File: src/rtl/addsub_pkg.sv
// addsub_pkg
// Shared definitions for the pipelined carry-lookahead add/sub unit:
// default geometry, the stage-record layout and a configuration check
// used at elaboration time by the top level.
package addsub_pkg;

  localparam int DEF_DATA_WIDTH  = 64;
  localparam int DEF_BLOCK_WIDTH = 16;
  localparam int DEF_TAG_WIDTH   = 4;
  localparam int STAGES          = DEF_DATA_WIDTH / DEF_BLOCK_WIDTH;

  // One pipeline stage register at the default geometry. The top level
  // declares the same layout against its own parameters.
  typedef struct packed {
    logic                      valid;
    logic [DEF_DATA_WIDTH-1:0] res;    // result bits resolved so far
    logic                      carry;  // carry out of the last resolved slice
    logic                      c_msb;  // carry into the MSB of that slice
    logic [DEF_DATA_WIDTH-1:0] lhs;    // only slices above the resolved ones matter
    logic [DEF_DATA_WIDTH-1:0] rhs;
    logic                      inv;
    logic [DEF_TAG_WIDTH-1:0]  tag;
  } stage_rec_t;

  function automatic bit cfg_ok(input int data_width, input int block_width);
    return (block_width >= 4) && (data_width >= block_width) &&
           ((data_width % block_width) == 0);
  endfunction

endpackage

File: src/rtl/pipelined_cla_addsub_cla_block.sv
// cla_block
// Combinational BLOCK_WIDTH-bit carry-lookahead slice.
//   a, b   : slice operands (b already conditionally inverted)
//   ci     : carry into bit 0 of the slice
//   s      : slice sum
//   co     : carry out of the slice MSB
//   c_msb  : carry into the slice MSB
//   grp_p  : group propagate, grp_g : group generate
module cla_block #(
  parameter int BLOCK_WIDTH = 16
) (
  input  logic [BLOCK_WIDTH-1:0] a,
  input  logic [BLOCK_WIDTH-1:0] b,
  input  logic                   ci,
  output logic [BLOCK_WIDTH-1:0] s,
  output logic                   co,
  output logic                   c_msb,
  output logic                   grp_p,
  output logic                   grp_g
);

  logic [BLOCK_WIDTH-1:0] p;
  logic [BLOCK_WIDTH-1:0] g;
  logic [BLOCK_WIDTH:0]   c;

  assign p = a ^ b;
  assign g = a & b;

  // Each carry is expanded as a flat sum of products of g/p and ci,
  // so no bit waits on the carry of its neighbour.
  always_comb begin
    logic gg;
    logic pp;
    gg = 1'b0;
    pp = 1'b1;
    c  = '0;
    c[0] = ci;
    for (int i = 0; i < BLOCK_WIDTH; i++) begin
      gg = 1'b0;
      pp = 1'b1;
      for (int j = i; j >= 0; j--) begin
        gg = gg | (g[j] & pp);
        pp = pp & p[j];
      end
      c[i+1] = gg | (pp & ci);
    end
  end

  always_comb begin
    grp_g = 1'b0;
    grp_p = 1'b1;
    for (int j = BLOCK_WIDTH - 1; j >= 0; j--) begin
      grp_g = grp_g | (g[j] & grp_p);
      grp_p = grp_p & p[j];
    end
  end

  assign s     = p ^ c[BLOCK_WIDTH-1:0];
  assign co    = c[BLOCK_WIDTH];
  assign c_msb = c[BLOCK_WIDTH-1];

endmodule

File: src/rtl/pipelined_cla_addsub.sv
// pipelined_cla_addsub
// Integer add/sub execution unit: {cout,res} = lhs + (inv ? ~rhs : rhs) + cin,
// resolved one BLOCK_WIDTH slice per stage with the carry registered between
// stages. Valid/ready on both sides with a single global stall.
//   clk, rst                      : clock, async active-high reset
//   in_valid/in_ready             : operation handshake
//   lhs, rhs, inv, cin, tag       : operation
//   out_valid/out_ready           : result handshake
//   res, cout, of, zero, out_tag  : registered result and flags
module pipelined_cla_addsub
  import addsub_pkg::*;
#(
  parameter int DATA_WIDTH  = DEF_DATA_WIDTH,
  parameter int BLOCK_WIDTH = DEF_BLOCK_WIDTH,
  parameter int TAG_WIDTH   = DEF_TAG_WIDTH
) (
  input  logic                  clk,
  input  logic                  rst,
  input  logic                  in_valid,
  output logic                  in_ready,
  input  logic [DATA_WIDTH-1:0] lhs,
  input  logic [DATA_WIDTH-1:0] rhs,
  input  logic                  inv,
  input  logic                  cin,
  input  logic [TAG_WIDTH-1:0]  tag,
  output logic                  out_valid,
  input  logic                  out_ready,
  output logic [DATA_WIDTH-1:0] res,
  output logic                  cout,
  output logic                  of,
  output logic                  zero,
  output logic [TAG_WIDTH-1:0]  out_tag
);

  localparam int N_STAGES = DATA_WIDTH / BLOCK_WIDTH;

  if (!cfg_ok(DATA_WIDTH, BLOCK_WIDTH)) begin : g_cfg_bad
    $error("pipelined_cla_addsub: DATA_WIDTH must be a multiple of BLOCK_WIDTH >= 4");
  end

  typedef struct packed {
    logic                  valid;
    logic [DATA_WIDTH-1:0] res;
    logic                  carry;
    logic                  c_msb;
    logic [DATA_WIDTH-1:0] lhs;
    logic [DATA_WIDTH-1:0] rhs;
    logic                  inv;
    logic [TAG_WIDTH-1:0]  tag;
  } stage_t;

  stage_t stg_q [N_STAGES];
  stage_t stg_d [N_STAGES];
  logic   zero_q;
  logic   advance;

  assign advance  = !stg_q[N_STAGES-1].valid || out_ready;
  assign in_ready = advance && !rst;

  for (genvar k = 0; k < N_STAGES; k++) begin : g_stage
    stage_t                 src;
    stage_t                 nxt;
    logic [BLOCK_WIDTH-1:0] s;
    logic                   cm;
    logic                   gp;
    logic                   gg;
    logic                   co_unused;

    if (k == 0) begin : g_head
      always_comb begin
        src       = '0;
        src.valid = in_valid && in_ready;
        src.carry = cin;
        src.lhs   = lhs;
        src.rhs   = rhs;
        src.inv   = inv;
        src.tag   = tag;
      end
    end else begin : g_body
      assign src = stg_q[k-1];
    end

    cla_block #(.BLOCK_WIDTH(BLOCK_WIDTH)) u_cla (
      .a     (src.lhs[k*BLOCK_WIDTH +: BLOCK_WIDTH]),
      .b     (src.rhs[k*BLOCK_WIDTH +: BLOCK_WIDTH] ^ {BLOCK_WIDTH{src.inv}}),
      .ci    (src.carry),
      .s     (s),
      .co    (co_unused),
      .c_msb (cm),
      .grp_p (gp),
      .grp_g (gg)
    );

    // Stage carry taken from the group terms: one AND-OR past the slice.
    always_comb begin
      nxt = src;
      nxt.res[k*BLOCK_WIDTH +: BLOCK_WIDTH] = s;
      nxt.carry = gg | (gp & src.carry);
      nxt.c_msb = cm;
    end

    assign stg_d[k] = nxt;
  end

  always_ff @(posedge clk or posedge rst) begin
    if (rst) begin
      for (int k = 0; k < N_STAGES; k++) stg_q[k] <= '0;
      zero_q <= 1'b0;
    end else if (advance) begin
      for (int k = 0; k < N_STAGES; k++) stg_q[k] <= stg_d[k];
      zero_q <= (stg_d[N_STAGES-1].res == '0);
    end
  end

  assign out_valid = stg_q[N_STAGES-1].valid;
  assign res       = stg_q[N_STAGES-1].res;
  assign cout      = stg_q[N_STAGES-1].carry;
  assign of        = stg_q[N_STAGES-1].c_msb ^ stg_q[N_STAGES-1].carry;
  assign zero      = zero_q;
  assign out_tag   = stg_q[N_STAGES-1].tag;

  // Operands are fully consumed by the time a record reaches the output.
  logic ops_unused;
  assign ops_unused = ^{stg_q[N_STAGES-1].lhs, stg_q[N_STAGES-1].rhs,
                        stg_q[N_STAGES-1].inv};

endmodule

File: config.mk
export PLATFORM = sky130hd
export DESIGN_NAME = pipelined_cla_addsub
export DESIGN_NICKNAME = d
export VERILOG_FILES = /design/src/rtl/addsub_pkg.sv /design/src/rtl/pipelined_cla_addsub_cla_block.sv /design/src/rtl/pipelined_cla_addsub.sv
export SDC_FILE = /design/constraint.sdc
export NUM_CORES = 1
export LEC_CHECK = 0
export CAP_MARGIN = 10
export CORE_MARGIN = 2
export CORE_UTILIZATION = 35
export CTS_BUF_LIST = sky130_fd_sc_hd__clkbuf_4 sky130_fd_sc_hd__clkbuf_8
export CTS_CLUSTER_SIZE = 25
export DETAILED_ROUTE_END_ITERATION = 8
export SYNTH_ARGS = -nofsm -noshare
export SYNTH_HDL_FRONTEND = slang
export SYNTH_SLANG_ARGS = --single-unit
File: constraint.sdc
create_clock -name clk -period 35 [get_ports clk]
set_clock_uncertainty 0.15 [all_clocks]
set_input_delay 3.5 -clock clk [delete_from_list [all_inputs] [get_ports clk]]
set_output_delay 3.5 -clock clk [all_outputs]
set_load 0.005 [all_outputs]
==> qor.txt, run 1 <==
ROUTING
--------------------------------------------------------------------------------------
Routed length per instance                                                     14.2 um
Sum of routed wire length over all layers                                     40500 um
Total DRC errors in the routed layout                                                0
Count of nets left with antenna violations after detail routing                      0
Average via count per standard cell                                               4.52
DRC marker count from the first detailed-route iteration                           779
Vias after detailed routing                                                      12900
Number of detailed-route iterations in the first pass                                5

YOSYS
--------------------------------------------------------------------------------------
Yosys reg bits                                                                     381
Post-Syn Area per Cell                                                      8.84 sq um
Cell area after synthesis                                                 0.0177 sq mm
Sequential fraction of the synthesis area                                        53.9%
Instance count of the mapped netlist                                              2000
Synth warn                                                                           0
Total nets after synthesis                                                        2206
Share of async-settable or async-resettable flops after synthesis                 100%
Post-synthesis cell type count                                                      51
Primary flip-flop cell chosen by synthesis mapping                             dfrtp_1
EDFF count, synth                                                                    0

CLOCK TREE
--------------------------------------------------------------------------------------
Hold-fix buffers at CTS                                                              0
CTS sink count                                                                     381
Worst-skew pair later-pin latency                                              0.64 ns
Clock tree root driver cell                                                   clkbuf_8
Clock H-tree levels                                                                  3
Clock slew at the register clock pins of the worst setup and hold paths        0.06 ns
Post_cts resized                                                                     0
Setup bufs post-CTS                                                                  0
Clock Tree Buf Depth                                                                 3
CTS tree                                                                          done
Clock buffers created by TritonCTS                                                  68

GLOBAL ROUTING
--------------------------------------------------------------------------------------
First-pass GRT wire length                                                    67500 um
Maximum number of pins on one net before global-route repair                       105
Overflow left after global routing                                                   0
Number of antenna violations at the first check in global routing                    2
Overall global routing resource usage                                            15.9%
Via count of the first global-routing pass                                       13100

PLACEMENT
--------------------------------------------------------------------------------------
Count of input and output buffers                                                  210
Final HPWL from detailed placement                                            27600 um
Placed instance count                                                             2735
Routability congestion estimate                                                  0.800
Pre-CTS setup slack                                                           26.41 ns

CELLS AND AREA
--------------------------------------------------------------------------------------
Fraction of layout instances using a drive strength above 1                      6.91%
NumNets Final                                                                     2339
Most common cell after layout, fill and taps aside                             nand2_1
Final non-filler cell total                                                       2857
Commonest cells after routing, fill and taps aside                        nand2_1 (981), dfrtp_1 (381), clkdlybuf4s50_1 (210), xor2_1 (92), clkbuf_8 (87)
Synth-to-Final Area Change                                                       21.0%

WORST SETUP PATH
--------------------------------------------------------------------------------------
Worst Setup Start Kind                                                    primary input
Largest fanout on the critical path                                                 23
Longest individual stage delay on the worst path                               0.46 ns
Kind of critical path                                                           in2out
Capturing element type of the critical path                                output port
Worst endpoint required time                                                  31.35 ns
Arrival @ worst endpoint                                                       4.93 ns
Critical-path cell list                                                   clkdlybuf4s50_1, nor2b_4, nor2_1, clkdlybuf4s50_1
Critical-path cell with the highest stage delay                           clkdlybuf4s50_1
Cell type with the highest occurrence count on the critical path          clkdlybuf4s50_1

TIMING
--------------------------------------------------------------------------------------
Final setup margin                                                            26.42 ns
Final setup viols                                                                    0
Worst slew margin relative to its limit                                          28.8%
Max Clock Freq                                                                 116 MHz
Minimum clock period after layout                                              8.58 ns
RSZ-0062 raised after global routing                                             false
Summed negative setup slack over all endpoints                                    0 ns
Hold Vio Cnt, Final                                                                  0
Number of slew-limit violations in the final report                                  0
Transition time at the pin with the least slew margin                          1.07 ns
Ratio of final minimum period to clock period                                    24.5%

FLOORPLANNING
--------------------------------------------------------------------------------------
Starting Density                                                                 35.4%
Site row count                                                                      82
Chip Height                                                                     229 um
Core region area                                                          0.0500 sq mm
# IOs                                                                              211
DIE AREA                                                                  0.0523 sq mm
Die boundary width                                                              229 um

POWER AND IR DROP
--------------------------------------------------------------------------------------
Leakage Power                                                                0.0107 uW
Largest vdd supply drop                                                    0.0000391 V
Power density over the cells                                              98.7 mW/mm^2
Post-route total power                                                         2110 uW

STATUS
--------------------------------------------------------------------------------------
Outcome                                                                   finished, final reports clean

RUN
--------------------------------------------------------------------------------------
Number of max-cap violations                                                         0

HOLD PATH
--------------------------------------------------------------------------------------
Hold Path Class                                                                reg2reg

[cell families (layout without fill, tap and decap cells)]
kind of cell,count (synthesis),after routing,synth area share (%)
AOI/OAI and AO/OA,163,163,6.00
xor gates and xnor gates,117,117,5.80
adders and majority gates,68,68,4.98
buffers and inverters,174,358,5.14
DFF,381,381,53.9
muxes,1,1,0.0637
other,0,1,0
and+or+nand+nor,1096,1096,24.1
[power by group]
part	leakage, uW	internal, uW	total (uW)	switching (uW)
clock network	0.000803	264	454	190
logic	0.00536	403	893	490
registers	0.00454	635	765	130
total	0.0107	1300	2110	811
[registers in the layout, indices dropped and copies added, names as in the netlist]
register     cells
out_tag          4
out_valid        1
stg_q            1
cout             1
res             64
g_stage.src      3
zero             1
g_stage.nxt    306
[Yosys cell counts, types with 2 or more instances]
master,count,area share (%)
o21ai_1,4,0.11
buf_1,10,0.21
a41o_1,2,0.11
nand3_1,5,0.14
nor3_1,9,0.25
a211oi_1,5,0.21
inv_1,14,0.30
nand4_1,3,0.11
dfrtp_1,381,54
xnor2_1,25,1.2
nor2b_1,3,0.11
xor2_1,92,4.6
nor2_1,59,1.3
a211oi_2,2,0.14
a21o_1,21,0.89
clkbuf_1,82,1.7
a211o_1,2,0.099
o21bai_1,5,0.21
and3_1,3,0.11
o21a_1,7,0.30
nor4_1,12,0.42
fa_1,4,0.45
nand2b_1,5,0.18
nand2_1,981,21
a21oi_1,54,1.5
a21boi_1,2,0.085
and2_1,8,0.28
a31oi_1,3,0.11
o211ai_1,3,0.13
ha_1,64,4.5
or3_1,3,0.11
buf_4,68,2.9
o31ai_1,10,0.42
o21ai_0,28,0.79
a31o_2,5,0.25
[worst paths after layout]
path,start,end,slack [ns],depth (start not counted)
hold reg to reg,g_stage[2].nxt[121]$_DFFE_PP0N_,g_stage[3].nxt[121]$_DFFE_PP0N_,0.31,2
max in group asynchronous,rst,g_stage[1].nxt[120]$_DFFE_PP0N_,29.31,4
setup reg to reg,g_stage[3].nxt[4]$_DFFE_PP0N_,zero$_DFFE_PP0N_,31.15,9
min in group asynchronous,rst,res[2]$_DFFE_PP0N_,3.25,2
setup / recovery,out_ready,in_ready,26.42,4
hold / removal,g_stage[2].nxt[121]$_DFFE_PP0N_,g_stage[3].nxt[121]$_DFFE_PP0N_,0.31,2
[layer usage]
metal | wire length, um | track usage, % | share of wire (%)
met1 | 19400 | 21.6 | 48
met2 | 18000 | 24.5 | 44
met3 | 2230 | 4.03 | 5.5
met4 | 901 | 5.68 | 2.2
met5 | 0 | 0 | 0
[worst max-delay path: cells and delay by family]
kind,cells,cell delay (ns)
buffers and inverters,2,0.91
AND/OR/NAND/NOR,2,0.50
[per-stage QoR]
stage | area, sq um | util [%] | hold slack [ns]
after floorplan | 17700 | - | 0.280
after global placement | 19900 | 39.8 | 0.300
after detailed placement | 19900 | 39.8 | 0.303
after CTS | 21400 | 42.8 | 0.313
after global routing | 21400 | 42.8 | 0.332
final | 21400 | 42.8 | 0.312
[cell type report]
| cell class | count | area, sq um |
|---|---|---|
| fill | 5041 | 28600 |
| sequential | 381 | 9530 |
| multi-input combinational | 1445 | 7250 |
| timing repair buffer | 223 | 2200 |
| clock buffer | 102 | 1310 |
| tap | 672 | 841 |
| clock inverter | 19 | 200 |
| inverter | 14 | 60.1 |
| antenna | 1 | 2.50 |
Note: power is estimated with default switching activity, not from simulation.
==> run 2, diff against run 1 <==
==> constraint.sdc (replaced) <==
create_clock -name clk -period 7.44 [get_ports clk]
set_clock_uncertainty 0.15 [all_clocks]
set_input_delay 0.744 -clock clk [delete_from_list [all_inputs] [get_ports clk]]
set_output_delay 0.744 -clock clk [all_outputs]
set_load 0.005 [all_outputs]
==> qor.txt, run 2 (same netlist as run 1, synthesis figures left out) <==
WORST SETUP PATH
--------------------------------------------------------------------------------------
Longest individual stage delay on the worst path                               0.64 ns   was 0.46 ns
Worst endpoint required time                                                   7.81 ns   was 31.35 ns
Total buffers and inverters traversed by the critical path                           2   unchanged
Worst reg2reg path endpoint                                               g_stage[3].nxt[182]$_DFFE_PP0N_   was zero$_DFFE_PP0N_
Worst Setup Start Kind                                                    primary input   unchanged
Cell type with the highest occurrence count on the critical path                a21o_1   was clkdlybuf4s50_1
Family of cells with the greatest summed delay on the critical path       compound AO/OA/AOI/OAI gates   was buffers and inverters
Worst reg2reg startpoint                                                  g_stage[2].nxt[4]$_DFFE_PP0N_   was g_stage[3].nxt[4]$_DFFE_PP0N_
Critical-path cell with the highest stage delay                                nor4b_2   was clkdlybuf4s50_1
Critical-path cell list                                                   clkdlybuf4s50_1, buf_4, xor2_1, ha_1, a21o_1, a21o_1, a311oi_2, nor4b_2, o21ai_0, a21oi_1, nor3_1, o31ai_1   was clkdlybuf4s50_1, nor2b_4, nor2_1, clkdlybuf4s50_1
Arrival @ worst endpoint                                                       4.00 ns   was 4.93 ns
Largest fanout on the critical path                                                 17   was 23
Capturing element type of the critical path                                       flop   was output port
Worst reg2reg path depth                                                            10   was 9
Kind of critical path                                                           in2reg   was in2out
Worst reg-to-reg setup slack                                                   3.93 ns   was 31.15 ns

FLOORPLANNING
--------------------------------------------------------------------------------------
# IOs                                                                              211   unchanged
Core region area                                                          0.0500 sq mm   unchanged
Die boundary width                                                              229 um   unchanged
Site row count                                                                      82   unchanged
Chip Height                                                                     229 um   unchanged
Starting Density                                                                 35.4%   unchanged
DIE AREA                                                                  0.0523 sq mm   unchanged

CELLS AND AREA
--------------------------------------------------------------------------------------
NumNets Final                                                                     2338   was 2339
Commonest cells after routing, fill and taps aside                        nand2_1 (981), dfrtp_1 (381), clkdlybuf4s50_1 (210), xor2_1 (92), clkbuf_8 (87)   unchanged
Most common cell after layout, fill and taps aside                             nand2_1   unchanged
Count of filler cells inserted in the layout                                      4956   was 5041
Fraction of layout instances using a drive strength above 1                      6.87%   was 6.91%
Synth-to-Final Area Change                                                       21.3%   was 21.0%
Flip-flop count of the largest register, all copies and words added                306   unchanged

TIMING
--------------------------------------------------------------------------------------
Hold Vio Cnt, Final                                                                  0   unchanged
Worst slew margin relative to its limit                                          28.9%   was 28.8%
RSZ-0062 raised after global routing                                             false   unchanged
Minimum clock period after layout                                              3.63 ns
Transition time at the pin with the least slew margin                          1.07 ns   about the same
Final setup viols                                                                    0   unchanged
Number of slew-limit violations in the final report                                  0   unchanged
Summed negative setup slack over all endpoints                                    0 ns   unchanged
Max Clock Freq                                                                 275 MHz
Ratio of final minimum period to clock period                                    48.8%
Final setup margin                                                             3.81 ns   was 26.42 ns

CLOCK TREE
--------------------------------------------------------------------------------------
Clock slew at the register clock pins of the worst setup and hold paths        0.06 ns   about the same
CTS sink count                                                                     381   unchanged
CTS tree                                                                          done   unchanged
Clock tree root driver cell                                                   clkbuf_8   unchanged
Post_cts resized                                                                     0   unchanged
Clock H-tree levels                                                                  3   unchanged
Worst-skew pair later-pin latency                                              0.62 ns   was 0.64 ns
Clock buffers created by TritonCTS                                                  71   was 68
Clock Tree Buf Depth                                                                 3   unchanged
Setup bufs post-CTS                                                                  0   unchanged
Hold-fix buffers at CTS                                                              0   unchanged

ROUTING
--------------------------------------------------------------------------------------
DRC marker count from the first detailed-route iteration                           815   was 779
Total DRC errors in the routed layout                                                0   unchanged
Routed length per instance                                                     14.4 um   was 14.2 um
Average via count per standard cell                                               4.51   was 4.52
Vias after detailed routing                                                      12900   about the same
Number of detailed-route iterations in the first pass                                5   unchanged
Sum of routed wire length over all layers                                     41000 um   was 40500 um
Count of nets left with antenna violations after detail routing                      0   unchanged

PLACEMENT
--------------------------------------------------------------------------------------
Routability congestion estimate                                                  0.819   was 0.800
Pre-CTS setup slack                                                            3.13 ns   was 26.41 ns
Final HPWL from detailed placement                                            27400 um   was 27600 um
Count of input and output buffers                                                  210   unchanged

GLOBAL ROUTING
--------------------------------------------------------------------------------------
Via count of the first global-routing pass                                       13100   about the same
Overflow left after global routing                                                   0   unchanged
First-pass GRT wire length                                                    67900 um   was 67500 um
Overall global routing resource usage                                            16.0%   was 15.9%
Number of antenna violations at the first check in global routing                    1   was 2
Maximum number of pins on one net before global-route repair                       245   was 105

HOLD PATH
--------------------------------------------------------------------------------------
Min-delay src                                                             g_stage[3].nxt[199]$_DFFE_PP0N_   was g_stage[2].nxt[121]$_DFFE_PP0N_
Endpoint of the worst hold path                                           g_stage[3].nxt[199]$_DFFE_PP0N_   was g_stage[3].nxt[121]$_DFFE_PP0N_
Min-Delay Path Depth                                                                 2   unchanged
Hold Path Class                                                                reg2reg   unchanged

POWER AND IR DROP
--------------------------------------------------------------------------------------
Leakage Power                                                                0.0107 uW   about the same
Post-route total power                                                         9950 uW   was 2110 uW
Largest vdd supply drop                                                     0.000155 V   was 0.0000391 V
Power density over the cells                                               464 mW/mm^2   was 98.7 mW/mm^2

STATUS
--------------------------------------------------------------------------------------
Outcome                                                                   finished, final reports clean   unchanged

RUN
--------------------------------------------------------------------------------------
Number of max-cap violations                                                         0   unchanged

==> run 2: changes by cell type in the layout (fill, tap and decap cells not counted), sizes merged <==
cell,change
clkinv,-1
buf,-4
clkinvlp,+2
clkbuf,+5
inv,-4
==> run 2: worst register-to-register path: stages (launching register included) <==
cell and delay (ns):
dfrtp_1 0.93, xor2_1 0.26, ha_1 0.27, a21o_1 0.17, a21oi_2 0.20, o31ai_1 0.15, o41ai_2 0.48, o211ai_1 0.24
a41o_1 0.30, xnor2_1 0.13, o21ai_0 0.08
==> run 2: per-layer routing <==
metal | global-route usage, % | part of all wire, %
met1 | 22.3 | 49
met2 | 24.4 | 44
met3 | 3.63 | 4.7
met4 | 5.86 | 2.1
met5 | 0 | 0
==> run 2: cell type report <==
| type | count | area [sq um] | share of cell area, % |
|---|---|---|---|
| Tap cell | 672 | 841 | 3.92 |
| Inverter | 14 | 56.3 | 0.263 |
| Timing Repair Buffer | 219 | 2220 | 10.4 |
| Clock inverter | 16 | 179 | 0.835 |
| Clock buffer | 107 | 1350 | 6.29 |
| Antenna cell | 1 | 2.50 | 0.0117 |
| Multi-Input combinational cell | 1445 | 7250 | 33.8 |
| Sequential cell | 381 | 9530 | 44.5 |
==> run 2: stage by stage <==
step           utilization [%]  instances  hold slack, ns  area, sq um
2_1_floorplan                -       2000           0.280        17700
3_3_place_gp              39.8       2731           0.297        19900
3_5_place_dp              39.8       2731           0.301        19900
5_1_grt                   42.9       2855           0.332        21400
4_1_cts                   42.9       2854           0.316        21400
6_report                  42.9       2855           0.311        21400
==> run 2: power by group <==
group / switching [uW] / internal, uW
registers: 610 / 2990
logic: 2300 / 1900
clock network: 881 / 1260
total: 3790 / 6150
==> run 2: worst max path at each step <==
stage / from / to / slack (ns) / depth (start not counted)
after CTS: inv / g_stage[1].nxt[147]$_DFFE_PP0N_ / 3.85 / 12
after global routing: g_stage[2].nxt[4]$_DFFE_PP0N_ / g_stage[3].nxt[179]$_DFFE_PP0N_ / 3.61 / 10
after floorplan: rst / g_stage[1].nxt[199]$_DFFE_PP0N_ / 0.84 / 3
after global placement: inv / g_stage[1].nxt[145]$_DFFE_PP0N_ / 3.30 / 12
after detailed placement: inv / g_stage[1].nxt[147]$_DFFE_PP0N_ / 3.13 / 12
final: inv / g_stage[1].nxt[147]$_DFFE_PP0N_ / 3.81 / 12
